$ cat src/rtl/run_gen_pkg.sv
// Shared definitions for the run_gen block.
//   rg_state_t : FSM state encoding (IDLE / FILL / SHIFT)
//   RG_W       : default output word width
package run_gen_pkg;

    typedef enum logic [1:0] {
        RG_IDLE  = 2'd0,
        RG_FILL  = 2'd1,
        RG_SHIFT = 2'd2
    } rg_state_t;

    localparam int RG_W = 32;

endpackage

$ cat src/rtl/rg_downcnt.sv
// Loadable down-counter used for the run-length and position counts.
// Ports:
//   clk_i      : clock, state updates on the falling edge
//   rst_i      : synchronous active-high reset, clears the count
//   load_i     : load load_val_i (has priority over dec_i)
//   load_val_i : value to load
//   dec_i      : decrement by one; a count of zero stays at zero
//   q_o        : current count
//   is_one_o   : count equals one (last step of the owning state)
module rg_downcnt #(
    parameter int N = 4
) (
    input  logic         clk_i,
    input  logic         rst_i,
    input  logic         load_i,
    input  logic [N-1:0] load_val_i,
    input  logic         dec_i,
    output logic [N-1:0] q_o,
    output logic         is_one_o
);

    logic [N-1:0] cnt_q;
    logic [N-1:0] cnt_d;

    always_comb begin
        cnt_d = cnt_q;
        if (load_i) begin
            cnt_d = load_val_i;
        end else if (dec_i && (cnt_q != '0)) begin
            // Guarded so the count can never wrap below zero.
            cnt_d = cnt_q - N'(1);
        end
    end

    always_ff @(negedge clk_i) begin
        if (rst_i) begin
            cnt_q <= '0;
        end else begin
            cnt_q <= cnt_d;
        end
    end

    assign q_o      = cnt_q;
    assign is_one_o = (cnt_q == N'(1));

endmodule

$ cat src/rtl/run_gen.sv
// Serial run generator: builds a W-bit word holding a single run of
// min(len, W) ones whose LSB sits at bit pos, one shift per clock.
// Ones pushed past bit W-1 are dropped, so the visible run is
// min(len, W-pos) bits long.
// Handshake: start_i is a request sampled on every falling edge and always
// wins (it restarts generation from any state); rdy_o is high exactly
// while idle, and y_o is the finished word whenever rdy_o is high.
// Ports:
//   clk_i   : clock, all state changes on the falling edge
//   rst_i   : synchronous active-high reset, priority over start_i
//   start_i : capture len_i/pos_i and begin generation
//   len_i   : run length, values above W saturate to W
//   pos_i   : bit index of the run LSB
//   rdy_o   : idle / result valid
//   y_o     : generated word (registered, held while idle)
//   state_o : current FSM state, for debug
module run_gen
    import run_gen_pkg::*;
#(
    parameter int W  = RG_W,
    parameter int LW = $clog2(W) + 1,
    parameter int PW = $clog2(W)
) (
    input  logic          clk_i,
    input  logic          rst_i,
    input  logic          start_i,
    input  logic [LW-1:0] len_i,
    input  logic [PW-1:0] pos_i,
    output logic          rdy_o,
    output logic [W-1:0]  y_o,
    output rg_state_t     state_o
);

    rg_state_t     state_q, state_d;
    logic [W-1:0]  y_q, y_d;
    logic [LW-1:0] len_sat;
    logic [LW-1:0] lcnt_q;
    logic [PW-1:0] pcnt_q;
    logic          lcnt_one, pcnt_one;
    logic          l_dec, p_dec;

    assign len_sat = (len_i > LW'(W)) ? LW'(W) : len_i;

    rg_downcnt #(.N(LW)) u_lcnt (
        .clk_i      (clk_i),
        .rst_i      (rst_i),
        .load_i     (start_i),
        .load_val_i (len_sat),
        .dec_i      (l_dec),
        .q_o        (lcnt_q),
        .is_one_o   (lcnt_one)
    );

    rg_downcnt #(.N(PW)) u_pcnt (
        .clk_i      (clk_i),
        .rst_i      (rst_i),
        .load_i     (start_i),
        .load_val_i (pos_i),
        .dec_i      (p_dec),
        .q_o        (pcnt_q),
        .is_one_o   (pcnt_one)
    );

    always_comb begin
        state_d = state_q;
        y_d     = y_q;
        l_dec   = 1'b0;
        p_dec   = 1'b0;
        if (start_i) begin
            y_d     = '0;
            // A zero-length request never leaves IDLE.
            state_d = (len_sat != '0) ? RG_FILL : RG_IDLE;
        end else begin
            case (state_q)
                RG_FILL: begin
                    y_d   = {y_q[W-2:0], 1'b1};
                    l_dec = 1'b1;
                    if (lcnt_one) begin
                        state_d = (pcnt_q != '0) ? RG_SHIFT : RG_IDLE;
                    end
                end
                RG_SHIFT: begin
                    y_d   = {y_q[W-2:0], 1'b0};
                    p_dec = 1'b1;
                    if (pcnt_one) begin
                        state_d = RG_IDLE;
                    end
                end
                default: begin
                    state_d = RG_IDLE;
                end
            endcase
        end
    end

    always_ff @(negedge clk_i) begin
        if (rst_i) begin
            state_q <= RG_IDLE;
            y_q     <= '0;
        end else begin
            state_q <= state_d;
            y_q     <= y_d;
        end
    end

    assign rdy_o   = (state_q == RG_IDLE);
    assign y_o     = y_q;
    assign state_o = state_q;

    // lcnt_q is only consumed through is_one; keep it visibly used.
    logic unused_lcnt;
    assign unused_lcnt = ^lcnt_q;

endmodule

$ cat config.mk
export PLATFORM = sky130hd
export DESIGN_NAME = run_gen
export DESIGN_NICKNAME = d
export VERILOG_FILES = /design/src/rtl/run_gen_pkg.sv /design/src/rtl/rg_downcnt.sv /design/src/rtl/run_gen.sv
export SDC_FILE = /design/constraint.sdc
export NUM_CORES = 1
export LEC_CHECK = 0
export ABC_CLOCK_PERIOD_IN_PS = 1600
export BUFFER_PORTS_ARGS = -buffer_cell sky130_fd_sc_hd__buf_2
export CAP_MARGIN = 5
export CORE_UTILIZATION = 40
export DETAILED_ROUTE_END_ITERATION = 10
export SETUP_SLACK_MARGIN = 0.1
export SLEW_MARGIN = 15
export SYNTH_ARGS = -nofsm -noshare
export SYNTH_HDL_FRONTEND = slang
export SYNTH_SLANG_ARGS = --single-unit
$ cat constraint.sdc
create_clock -name clk_i -period 1.6 [get_ports clk_i]
set_input_delay 0 -clock clk_i [delete_from_list [all_inputs] [get_ports clk_i]]
set_output_delay 0 -clock clk_i [all_outputs]
set_load 0.01 [all_outputs]
==> results.yml <==
outcome:
  status: "finished, violations left"
  violations: "negative setup slack"
worst_setup_path:
  cp_cell_sequence: "inv_2 > ha_4 > buf_6"
  start_kind: "flop"
  worstPathRequired_ns: 1.60
  crit_type: "flop to output pin"
  cp_max_fo: 2
  end_kind: "output pin"
  max_stage_delay_ns: 0.33
  worstPathArrival_ns: 1.80
  cp_slowest_cell: "dfxtp_2"
synth:
  avgSynthCellArea_um2: 9.49
  synth_edf_count: 0
  syn_nets: 229
  synth.top_cells.by_count: "dfxtp_1 (45), nor2_1 (40), mux2i_1 (32)"
  ys.flop_type: "dfxtp_1"
  synth.most_common_cell: "dfxtp_1"
  yosys_warnings: 0
  async_flop_share_pct: 0
  ys_types: 39
  syn_inst: 208
  syn_area_um2: 1970
  synth_area_leaders: "dfxtp_1 (46%), mux2i_1 (16%), nor2_1 (7.6%)"
  ys_seq_area_share_pct: 45.6
  yosysTopAreaCellShare_pct: 45.6
  synth.ff_latch_count: 45
  yosys.area.top_type: "dfxtp_1"
clock_tree:
  clock_sinks: 45
  cts_tree: "yes"
  postCtsHoldBufs: 0
  clk-insertion-delay-late_ns: 0.37
  clk_pin_slew_ns: 0.04
  clk_path_buf_depth: 2
  cts_root_buffer: "clkbuf_8"
  cts_max_level: 2
  cts_made_buffers: 5
hold_path:
  timing.hold.worst.class: "flop to flop"
detailed_routing:
  finalWirelength_um: 5270
  dr.pass1.iters: 4
  post_drt_wl_per_cell_um: 12.7
  drtIter0Drc: 50
  vias: 1987
  drtAntennaViolNets: 0
  drc_errors: 0
  via_per_inst: 4.78
finish:
  multi_input_area_um2: 1010
  fillers: 382
  instances_no_fill: 416
  diodes: 0
  final_util_pct: 69.5
  drive_above_1_share_pct: 44.4
  nets: 369
  regArea_um2: 943
  fin_area_um2: 3280
  syn_to_final_growth_pct: 66.3
pwr:
  pwr_density_cell_nw_per_um2: 900
  ir_drop_uv: 658
  p_leak_nw: 1.59
timing:
  setup_violations: 7
  hold_viol: 0
  drv_slew: 0
  skew_ns: 0.0215
  relSlewSlack_pct: 78.6
  rsz0062_at_grt: "true"
  setup_tns_ns: -0.454
  fin_ws_ns: -0.202
  worst_slew_pin_slew_ns: 0.316
floorplanning:
  die_w_um: 72.3
  initial_core_util_pct: 41.8
  dieArea_um2: 5220
  rows: 25
  core_um2: 4720
  dieHeight_um: 72.3
  ios: 49
global_routing:
  grt_pass1_wl_um: 8250
  grt_overflow: 0
  track_usage_pct: 20.4
  grt_pass1_vias: 1978
  antenna_found_initial: 0
  grt_max_degree: 18
placed_design:
  io_buffers: 48
  gp_congestion: 0.805
  dp_cells: 332
  dp_hpwl_um: 3010
  place_area_um2: 2430
job:
  cap_violations: 0
## cell type report
| type | count | share of cell area, % |
|---|---|---|
| well taps | 67 | 2.55 |
| clock inverters | 48 | 7.09 |
| repair buffers | 98 | 27.2 |
| flip-flops and latches | 45 | 28.7 |
| multi-input cells | 141 | 30.8 |
| clock buffers | 5 | 2.10 |
| inverters | 12 | 1.52 |
## metrics by stage
stage               setup WS (ns)  power [mW]  hold slack (ns)
finish                     -0.202        2.95            0.503
global route               -0.246        3.14            0.522
CTS                        -0.212        2.97            0.502
detailed placement         -0.282        1.65            0.490
global placement           -0.280        1.65            0.472
floorplan                  -0.138        1.55            0.471
## power breakdown
part | switching [mW] | internal [mW] | leakage (nW)
registers | 0.0261 | 1.15 | 0.382
logic | 0.153 | 0.154 | 0.897
clock network | 0.704 | 0.766 | 0.309
## state kept, by name, indices dropped and copies added (netlist names)
register,flops
u_lcnt.q_o,6
state_o,2
y_o,32
u_pcnt.q_o,5
## cells by family after synthesis
group | synth area share, %
buf+inv | 5.70
fa+ha+maj | 4.44
xor+xnor | 1.33
flops | 45.6
mux | 16.2
compound gates | 10.6
simple gates | 16.0
## worst max-delay path: cells and delay by family, from the launching register on
kind	cells	cell delay (ns)
buf+inv	2	0.16
fa+ha+maj	1	0.15
flops	1	0.33
## path summary, 6_finish.rpt
check | end | slack [ns] | cells after the start | start
hold reg to reg | u_pcnt.q_o[4]$_SDFFE_NP0P_ | 0.50 | 2 | u_pcnt.q_o[4]$_SDFFE_NP0P_
setup reg to reg | u_lcnt.q_o[2]$_SDFFE_NP0P_ | 0.17 | 5 | state_o[0]$_SDFFE_NP0P_
hold / removal | u_pcnt.q_o[4]$_SDFFE_NP0P_ | 0.50 | 2 | u_pcnt.q_o[4]$_SDFFE_NP0P_
setup / recovery | rdy_o | -0.20 | 3 | state_o[1]$_SDFFE_NP0P_
## placed cells by master, fill, tap and decap left out, types with 2 or more instances in the layout
cell type,instances
xnor2_1,2
inv_2,2
bufinv_16,2
buf_4,45
nand2_1,12
buf_12,4
dfxtp_2,34
ha_1,3
nor2_1,39
dfxtp_1,11
buf_2,12
mux2i_1,32
nor3_1,3
buf_6,37
a21oi_1,6
o21ai_0,5
clkbuf_8,5
ha_2,3
nand3_1,2
o22ai_1,2
a211oi_1,3
or3_1,2
o311ai_0,2
inv_1,55
nand4_1,2
## metal layers
metal  vias to the layer above  GRT usage, %  wire, um
li1                       1007             -         -
met1                       938          21.2      2230
met4                         0          9.37        44
met5                         -             0         0
met3                         5          7.78       195
met2                        37          36.3      2800
## repair_timing
item                                    CTS  global route
buffers inserted                         28             4
resized for setup                        74             7
endpoints found under the setup margin   37            39
pin swaps                                 1             1
Power figures use the tool's default switching activity.
